$ cat src/rtl/cpu_pipe_pkg.sv
// Shared pipeline definitions for CPU-side pipeline stages.
//   pipe_state_e : occupancy state of a pipeline/skid register. The encoding
//                  equals the number of live entries, so it doubles as the
//                  occupancy count.
//   OCC_W        : width of an occupancy count (0..2).
package cpu_pipe_pkg;

  localparam int OCC_W = 2;

  typedef enum logic [OCC_W-1:0] {
    ST_EMPTY = 2'd0,
    ST_ONE   = 2'd1,
    ST_TWO   = 2'd2
  } pipe_state_e;

endpackage

$ cat src/rtl/pipe_skid_reg.sv
// Pipeline register with optional skid buffer.
//   SKID=1 : 2-entry buffer (main + skid); in_ready comes straight from a
//            flop, so out_ready has no combinational path to in_ready.
//   SKID=0 : 1-entry register; in_ready = (!out_valid | out_ready) & !hold.
// Ports:
//   clk, rst            : clock, async active-high reset
//   in_valid/in_ready/in_data    : upstream handshake
//   out_valid/out_ready/out_data : downstream handshake; out_data shows
//                                  BUBBLE_VAL when out_valid=0
//   flush               : synchronous discard of all entries
//   hold                : freeze all state (wins over flush)
//   occupancy           : number of live entries, 0..2
module pipe_skid_reg
  import cpu_pipe_pkg::*;
#(
  parameter int                DATA_W     = 64,
  parameter logic [DATA_W-1:0] BUBBLE_VAL = '0,
  parameter bit                SKID       = 1'b1
) (
  input  logic              clk,
  input  logic              rst,
  input  logic              in_valid,
  output logic              in_ready,
  input  logic [DATA_W-1:0] in_data,
  output logic              out_valid,
  input  logic              out_ready,
  output logic [DATA_W-1:0] out_data,
  input  logic              flush,
  input  logic              hold,
  output logic [OCC_W-1:0]  occupancy
);

  pipe_state_e       state_q, state_d;
  logic [DATA_W-1:0] main_q, main_d;
  logic              in_fire, out_fire;

  assign out_valid = (state_q != ST_EMPTY);
  assign out_data  = out_valid ? main_q : BUBBLE_VAL;
  assign occupancy = state_q;   // encoding is the entry count

  assign in_fire  = in_valid  & in_ready  & ~hold & ~flush;
  assign out_fire = out_valid & out_ready & ~hold & ~flush;

  // Control state is reset; payload is never cleared, out_data masks it.
  always_ff @(posedge clk or posedge rst) begin
    if (rst) state_q <= ST_EMPTY;
    else     state_q <= state_d;
  end

  always_ff @(posedge clk) begin
    main_q <= main_d;
  end

  generate
    if (SKID) begin : g_skid
      logic [DATA_W-1:0] skid_q, skid_d;
      logic              rdy_q;

      always_comb begin
        state_d = state_q;
        main_d  = main_q;
        skid_d  = skid_q;
        if (!hold) begin
          if (flush) begin
            state_d = ST_EMPTY;
          end else begin
            unique case (state_q)
              ST_EMPTY: if (in_fire) begin
                state_d = ST_ONE;
                main_d  = in_data;
              end
              ST_ONE: begin
                if (in_fire && out_fire) begin
                  main_d = in_data;
                end else if (in_fire) begin
                  state_d = ST_TWO;
                  skid_d  = in_data;
                end else if (out_fire) begin
                  state_d = ST_EMPTY;
                end
              end
              // in_ready is low in TWO, so only a drain can happen here.
              ST_TWO: if (out_fire) begin
                state_d = ST_ONE;
                main_d  = skid_q;
              end
              default: state_d = ST_EMPTY;
            endcase
          end
        end
      end

      // Registered ready looks ahead at the next state, so it is already low
      // in the cycle the buffer becomes full.
      always_ff @(posedge clk or posedge rst) begin
        if (rst) rdy_q <= 1'b0;
        else     rdy_q <= (state_d != ST_TWO) & ~hold;
      end

      always_ff @(posedge clk) begin
        skid_q <= skid_d;
      end

      assign in_ready = rdy_q;

    end else begin : g_noskid

      always_comb begin
        state_d = state_q;
        main_d  = main_q;
        if (!hold) begin
          if (flush) begin
            state_d = ST_EMPTY;
          end else if (in_fire) begin
            // Accepting while full implies the head leaves this same edge.
            state_d = ST_ONE;
            main_d  = in_data;
          end else if (out_fire) begin
            state_d = ST_EMPTY;
          end
        end
      end

      assign in_ready = (~out_valid | out_ready) & ~hold & ~rst;

    end
  endgenerate

endmodule

$ cat config.mk
export PLATFORM = sky130hd
export DESIGN_NAME = pipe_skid_reg
export DESIGN_NICKNAME = d
export VERILOG_FILES = /design/src/rtl/cpu_pipe_pkg.sv /design/src/rtl/pipe_skid_reg.sv
export SDC_FILE = /design/constraint.sdc
export NUM_CORES = 1
export LEC_CHECK = 0
export ABC_AREA = 0
export CELL_PAD_IN_SITES_DETAIL_PLACEMENT = 1
export CELL_PAD_IN_SITES_GLOBAL_PLACEMENT = 1
export CORE_MARGIN = 4
export CORE_UTILIZATION = 41
export DETAILED_ROUTE_END_ITERATION = 12
export GPL_ROUTABILITY_DRIVEN = 0
export PLACE_DENSITY = 0.94
export RECOVER_POWER = 50
export SYNTH_ARGS = -nofsm -noshare
export SYNTH_HDL_FRONTEND = slang
export SYNTH_SLANG_ARGS = --single-unit
$ cat constraint.sdc
create_clock -name clk -period 21 [get_ports clk]
set_clock_uncertainty 0.15 [all_clocks]
set_input_delay 3.15 -clock clk [delete_from_list [all_inputs] [get_ports clk]]
set_output_delay 3.15 -clock clk [all_outputs]
set_load 0.02 [all_outputs]
* Word-level counts from Yosys, hierarchy flattened
Cells that the tools add are included.
Operators by class: add/subtract/negate cells 0, $mul 0, div/mod/pow operators 0, magnitude comparators 0, equality and inequality tests 6, shift operators 0, muxes and demuxes 13, bitwise gates (word level) 10, reductions and logical operators 6
Operator list (number):
- $mux W64 | 4
- $pmux W64 S3 | 1
- $mux W2 | 7
- $ne A2 B2 Y1 const B | 4
- $and A1 B1 Y1 | 7
- $pmux W2 S3 | 1
- $reduce_and A6 Y1 | 1
- $reduce_and A5 Y1 | 1
- $not A1 Y1 | 3
- $reduce_bool A3 Y1 | 1
- $eq A2 B1 Y1 const B | 1
- $eq A2 B2 Y1 const B | 1
- $logic_not A2 Y1 | 1
- $reduce_bool A2 Y1 | 1
- $logic_and A1 B1 Y1 | 1
Storage, ports and cells: register bits 131, latch bits 0, memory bits (writable) 0, ROM bits 0, input bits 70, output and inout port bits 68, memories 0

* Depth between registers and ports, before layout
Gate-level depths: netlist (run 1).
depth after elaboration 12, depth in mapped cells 6, depth with buffers taken out 4

* Worst setup path before layout (run 1)
No wires, ideal clock.
path kind input-to-reg, from in in_valid, to reg g_skid.skid_q[0] (enable), library setup time 0.651 ns, arrival 9.463 ns, data required time 20.199 ns, slack 10.736 ns, cell stages on the path 3, buffers on the path 0, cells stage by stage and3b_1 -> nand2_1 -> nor4_1
On the way: longest elaborated chain between the ends 6
RTL lines:
- from (decl) | line pipe_skid_reg.sv:22 | input logic in_valid,
- $and A1 B1 Y1 * (3 in a row) | line pipe_skid_reg.sv:41 | assign in_fire = in_valid & in_ready & ~hold & ~flush;
- $logic_and A1 B1 Y1 | line pipe_skid_reg.sv:73 | if (in_fire && out_fire) begin
- $not A1 Y1 (no source line)
- $reduce_and A5 Y1 (no source line) *
- to (signal assigned) | line pipe_skid_reg.sv:101 | skid_q <= skid_d;
- to (decl) | line pipe_skid_reg.sv:56 | logic [DATA_W-1:0] skid_q, skid_d;
Mark *: on every way between the ends. The rest lies on a longest branch, timed or not. A chain may end at the register's enable or synchronous reset.

* Final worst setup path (run 1)
from in in_valid, to reg g_skid.skid_q[27] (enable)
Same word-level chain as after synthesis.

==> flow_metrics.env, run 1 <==
export IMPL_ys_seq_area_frac=0.740
export IMPL_cp_end_kind="flop"
export IMPL_cp_max_fo=37
export IMPL_path_clk_slew_ns=0.05
export IMPL_status="finished with violations"
export IMPL_tns_ns=0
export IMPL_wirelength_um=13500
export IMPL_maxCapViolCount=2
export IMPL_cts_tree="yes"
export IMPL_hold_slack_ns=0.362
export IMPL_core_sq_um=12600
export IMPL_switchingPower_uw=151
export IMPL_hold_path_depth=2
export IMPL_ff2ff_path_depth=4
export IMPL_path_depth=5
export IMPL_fin_nets=643
export IMPL_cts_hold_buffers_added=0
export IMPL_first_global_vias=4020
export IMPL_violations="max-capacitance violations, max-slew violations"
export IMPL_start_util=0.420
export IMPL_r2r_slack_ns=17.53
export IMPL_place_inst=726
export IMPL_cts_setup_buffers=0
export IMPL_ys_types=21
export IMPL_vias_per_cell=4.80
export IMPL_finalHoldViolations=0
export IMPL_clk_latency_ns=0.41
export IMPL_cts_resized=0
export IMPL_hold_path_end="main_q[9]"
export IMPL_slew_violations=66
export IMPL_ys_seq_elements=131
export IMPL_grt_usage=0.190
export IMPL_finish_utilization=0.591
export IMPL_die_x_um=122
export IMPL_slowest_delay_ns=1.58
export IMPL_dpl_cell_area_sq_um=6840
export IMPL_antenna_cells=0
export IMPL_port_buffers=137
export IMPL_fp_row_count=41
export IMPL_post_route_min_period_ns=6.17
export IMPL_ios=138
export IMPL_fmaxAchievable_ghz=0.162
export IMPL_syn_area_sq_um=5300
export IMPL_drive_above_1_share=0.0666
export IMPL_final_common_cell="nand2_1"
export IMPL_hpwl_um=8770
export IMPL_hold_class="reg -> reg"
export IMPL_via_count=3637
export IMPL_area_growth_pct=40.9
export IMPL_fp_dieH_um=122
export IMPL_hold_start="g_skid.skid_q[9]"
export IMPL_rsz0062_at_grt="no"
export IMPL_syn_avg_cell_area_sq_um=12.2
export IMPL_finalInstanceArea_sq_um=7460
export IMPL_p_int_uw=540
export IMPL_syn_nets=504
export IMPL_p_comb_frac=0.118
export IMPL_ys_warnings_count=0
export IMPL_clkPwrFrac=0.454
export IMPL_cts_root_buf="clkbuf_16"
export IMPL_grt_pass1_wl_um=21000
export IMPL_clock_sinks=131
export IMPL_swShare=0.218
export IMPL_antenna_found_initial=1
export IMPL_ant_nets=0
export IMPL_seqPwrFrac=0.428
export IMPL_critPathBufInv=2
export IMPL_worst_slew_margin_rel=-0.437
export IMPL_final_fill_count=1307
export IMPL_die_area_sq_um=14800
export IMPL_crit_type="in -> reg"
export IMPL_post_route_period_util=0.294
export IMPL_crit_path_top_delay_cell="clkbuf_1"
export IMPL_cts_made_buffers=17
export IMPL_power_density_nw_per_um2=92.5
export IMPL_clockBufferDepth=2
export IMPL_final_cells=758
export IMPL_crit_chain="dlygate4sd3_1 > and3b_1 > nand2_1 > nor4_1 > clkbuf_1"
export IMPL_setup_viol=0
export IMPL_reg2reg_from="occupancy[1]"
export IMPL_final_cell_mix="nand2_1, edfxtp_1, clkdlybuf4s50_1"
export IMPL_p_leak_uw=0.00277
export IMPL_htreeDepth=4
export IMPL_drc=0
export IMPL_detail_route_wl_per_cell_um=17.8
export IMPL_syn_inst=434
export IMPL_peakVddDrop_uv=54.9
export IMPL_worstPathRequired_ns=20.84
export IMPL_worstReg2RegEnd="g_skid.skid_q[27]"
export IMPL_worst_pin_slew_ns=2.16
export IMPL_grt_overflow_total=0
export IMPL_start_kind="primary input"
export IMPL_grt_max_degree=66
export IMPL_crit_arrival_ns=6.00
export IMPL_crit_family="buffers and inverters"
export IMPL_drtPass1Iterations=4
export IMPL_first_iter_violations=255
==> registers in the layout, summed over array words and instances, names as in the netlist <==
signal and flops:
g_skid.skid_q 64, in_ready 1, main_q 64, occupancy 2
==> cell type report <==
cell class	instances	area, sq um	share of cell area
multi-input cells	278	1270	0.171
flip-flops and latches	131	3920	0.525
repair buffers	143	1410	0.189
clock buffers	22	484	0.0649
well taps	172	215	0.0288
clock inverters	10	153	0.0205
inverters	2	7.51	0.00101
==> power by group through the flow <==
stage                     logic [uW]  registers (uW)  clock network, uW
after floorplan                 39.1             300                  0
after global placement          80.8             300                  0
after detailed placement        84.5             300                  0
after CTS                       85.4             295                319
after global routing            88.0             295                332
final                           81.4             295                314
==> how the worst max path moves through the flow <==
| stage | startpoint | endpoint | slack [ns] |
|---|---|---|---|
| finish | in_valid | g_skid.skid_q[27] | 14.83 |
| floorplan | in_valid | g_skid.skid_q[0] | 10.74 |
| CTS | occupancy[1] | out_data[42] | 15.27 |
| global placement | out_ready | main_q[35] | 15.70 |
| detailed placement | out_ready | main_q[34] | 15.61 |
| global route | in_valid | g_skid.skid_q[36] | 14.59 |
==> cell families (layout without fill, tap and decap cells) <==
group	after synthesis	in the layout	synth area share
simple gates	269	269	0.224
compound gates	8	8	0.0104
flops	131	131	0.740
buf+inv	25	177	0.0239
xor+xnor	1	1	0.00165
==> worst reg2reg max path, cell delays in order, from the launching register on <==
cell and delay, ns:
dfrtp_1 0.50, and3b_1 0.31, nand2_1 0.11, nor4_1 0.38, clkbuf_1 1.58
==> stage by stage <==
step	total power, uW	setup slack (ns)
2_1_floorplan	339	10.74
3_3_place_gp	381	15.70
3_5_place_dp	385	15.61
4_1_cts	699	15.27
5_1_grt	716	14.59
6_report	690	14.83
==> synthesized netlist by cell type <==
cell / n / area [sq um]
nand2b_1: 2 / 12.5
dfrtp_1: 3 / 75.1
nand2_1: 197 / 739
nor3_1: 1 / 5.00
o31a_1: 1 / 8.76
nor2b_1: 65 / 407
o21ai_1: 1 / 5.00
nor2_1: 2 / 7.51
buf_2: 17 / 85.1
a211oi_1: 1 / 7.51
buf_4: 3 / 22.5
nor4_1: 1 / 6.26
clkbuf_1: 3 / 11.3
a22oi_1: 1 / 7.51
and3b_1: 1 / 8.76
a22o_1: 1 / 8.76
edfxtp_1: 128 / 3840
a21oi_1: 2 / 10.0
o31ai_1: 1 / 7.51
inv_1: 2 / 7.51
xor2_1: 1 / 8.76
==> routing by layer <==
metal	GRT usage	wire length, um	share of wire	vias to the layer above
met1	0.226	5510	0.41	1781
li1	-	-	-	1720
met3	0.0446	606	0.045	19
met4	0.0749	221	0.016	2
met5	0	8	0.00059	-
met2	0.335	7140	0.53	115
Note: power is estimated with default switching activity, not from simulation.
==> inputs of run 2 (changes only) <==
--- a/config.mk
+++ b/config.mk
@@ -9,10 +9,10 @@
 export CELL_PAD_IN_SITES_DETAIL_PLACEMENT = 1
 export CELL_PAD_IN_SITES_GLOBAL_PLACEMENT = 1
 export CORE_MARGIN = 4
-export CORE_UTILIZATION = 41
+export CORE_UTILIZATION = 38
 export DETAILED_ROUTE_END_ITERATION = 12
 export GPL_ROUTABILITY_DRIVEN = 0
-export PLACE_DENSITY = 0.94
+export PLACE_DENSITY = 0.88
 export RECOVER_POWER = 50
 export SYNTH_ARGS = -nofsm -noshare
 export SYNTH_HDL_FRONTEND = slang
==> constraint.sdc (replaced) <==
create_clock -name clk -period 6.17 [get_ports clk]
set_clock_uncertainty 0.15 [all_clocks]
set_input_delay 0.9255 -clock clk [delete_from_list [all_inputs] [get_ports clk]]
set_output_delay 0.9255 -clock clk [all_outputs]
set_load 0.02 [all_outputs]
==> run 2 against run 1 <==
The flow still finishes with violations (max-capacitance violations, max-slew violations). Register-to-register slack got worse by 15 ns. Count of clock-buffer cells in the layout shrank 2. Flip-flop and latch count is the same. Largest cell class unchanged.
==> flow_metrics.env, run 2 (synthesized netlist as in run 1, its figures left out) <==
export IMPL_status="finished with violations"
export IMPL_violations="max-capacitance violations, max-slew violations"
export IMPL_grt_pass1_wl_um=20500
export IMPL_final_cell_mix="nand2_1, edfxtp_1, dlygate4sd3_1"
export IMPL_rsz0062_at_grt="no"
export IMPL_htreeDepth=4
export IMPL_finish_utilization=0.545
export IMPL_start_util=0.394
export IMPL_cts_setup_buffers=0
export IMPL_vias_per_cell=4.72
export IMPL_drtPass1Iterations=5
export IMPL_die_x_um=126
export IMPL_worst_pin_slew_ns=2.98
export IMPL_power_density_nw_per_um2=293
export IMPL_path_clk_slew_ns=0.05
export IMPL_core_sq_um=13500
export IMPL_dpl_cell_area_sq_um=6850
export IMPL_grt_max_degree=67
export IMPL_crit_type="reg -> reg"
export IMPL_cp_end_kind="flop"
export IMPL_tns_ns=0
export IMPL_grt_overflow_total=0
export IMPL_cts_resized=0
export IMPL_die_area_sq_um=15900
export IMPL_maxCapViolCount=1
export IMPL_p_leak_uw=0.00271
export IMPL_start_kind="flop"
export IMPL_hold_slack_ns=0.354
export IMPL_post_route_period_util=0.625
export IMPL_crit_arrival_ns=4.00
export IMPL_port_buffers=137
export IMPL_fp_dieH_um=126
export IMPL_worst_slew_margin_rel=-0.989
export IMPL_fin_nets=642
export IMPL_fmaxAchievable_ghz=0.259
export IMPL_drive_above_1_share=0.0515
export IMPL_final_fill_count=1417
export IMPL_cts_tree="yes"
export IMPL_cts_made_buffers=17
export IMPL_detail_route_wl_per_cell_um=16.8
export IMPL_first_global_vias=3950
export IMPL_area_growth_pct=38.5
export IMPL_setup_viol=0
export IMPL_hpwl_um=8280
export IMPL_cts_hold_buffers_added=0
export IMPL_post_route_min_period_ns=3.86
export IMPL_cts_root_buf="clkbuf_16"
export IMPL_clockBufferDepth=2
export IMPL_slew_violations=67
export IMPL_grt_usage=0.167
export IMPL_ios=138
export IMPL_clock_sinks=131
export IMPL_worstPathRequired_ns=6.32
export IMPL_finalHoldViolations=0
export IMPL_cp_max_fo=66
export IMPL_clk_latency_ns=0.41
export IMPL_fp_row_count=42
export IMPL_peakVddDrop_uv=170
export IMPL_final_common_cell="nand2_1"
export IMPL_antenna_found_initial=0
export IMPL_power_total_uw=2150
export IMPL_drc=0
export IMPL_ant_nets=0
export IMPL_via_count=3574
export IMPL_wirelength_um=12700
export IMPL_hold_class="reg -> reg"
export IMPL_antenna_cells=0
export IMPL_finalInstanceArea_sq_um=7330
export IMPL_first_iter_violations=263
[run 2: cell count changes in the layout (fill, tap and decap cells not counted)]
cell / change
clkbuf_1: +1
clkinv_1: +4
bufinv_16: -3
clkdlybuf4s50_1: -1
nor3_4: +1
dlygate4sd3_1: +1
nor3_2: -1
clkbuf_8: -4
clkinv_2: -2
[run 2: layout make-up]
| cell class | instances | area (sq um) | area share |
|---|---|---|---|
| clock inverters | 9 | 67.6 | 0.00921 |
| inverters | 2 | 7.51 | 0.00102 |
| multi-input cells | 278 | 1280 | 0.174 |
| repair buffers | 142 | 1410 | 0.192 |
| flip-flops and latches | 131 | 3920 | 0.534 |
| well taps | 176 | 220 | 0.0300 |
| clock buffers | 20 | 437 | 0.0595 |
[run 2: through the flow]
stage               setup slack [ns]  cells
floorplan                      0.847    434
global placement                3.03    729
detailed placement              2.89    729
CTS                             2.62    758
global route                    1.82    758
finish                          2.31    758
[run 2: worst paths after layout]
path / start / end / slack [ns] / cells after the start
worst max-delay path: occupancy[0] / occupancy[1] / 2.31 / 4
worst min-delay path: g_skid.skid_q[59] / main_q[59] / 0.35 / 2
worst max register to register: occupancy[0] / occupancy[1] / 2.31 / 4
worst min register to register: g_skid.skid_q[59] / main_q[59] / 0.35 / 2
max in group asynchronous: rst / in_ready / 5.06 / 2
min in group asynchronous: rst / occupancy[0] / 0.67 / 2
[run 2: power breakdown]
part           leakage (uW)  total [uW]  switching (uW)  internal (uW)
Clock              0.000245         873             335            537
Combinational       0.00127         274             150            124
Sequential          0.00120        1010            7.68            998
[run 2: worst max-delay path: stages (launching register included)]
cell	delay, ns
dfrtp_1	0.61
nand2b_2	0.21
clkbuf_1	2.11
o21ai_0	0.33
a22o_1	0.33
[run 2: layer usage]
metal	up-vias	track usage	wire length [um]
li1	1716	-	-
met3	6	0.0478	574
met1	1746	0.192	5370
met5	-	0	0
met4	0	0.0606	66
met2	106	0.295	6700
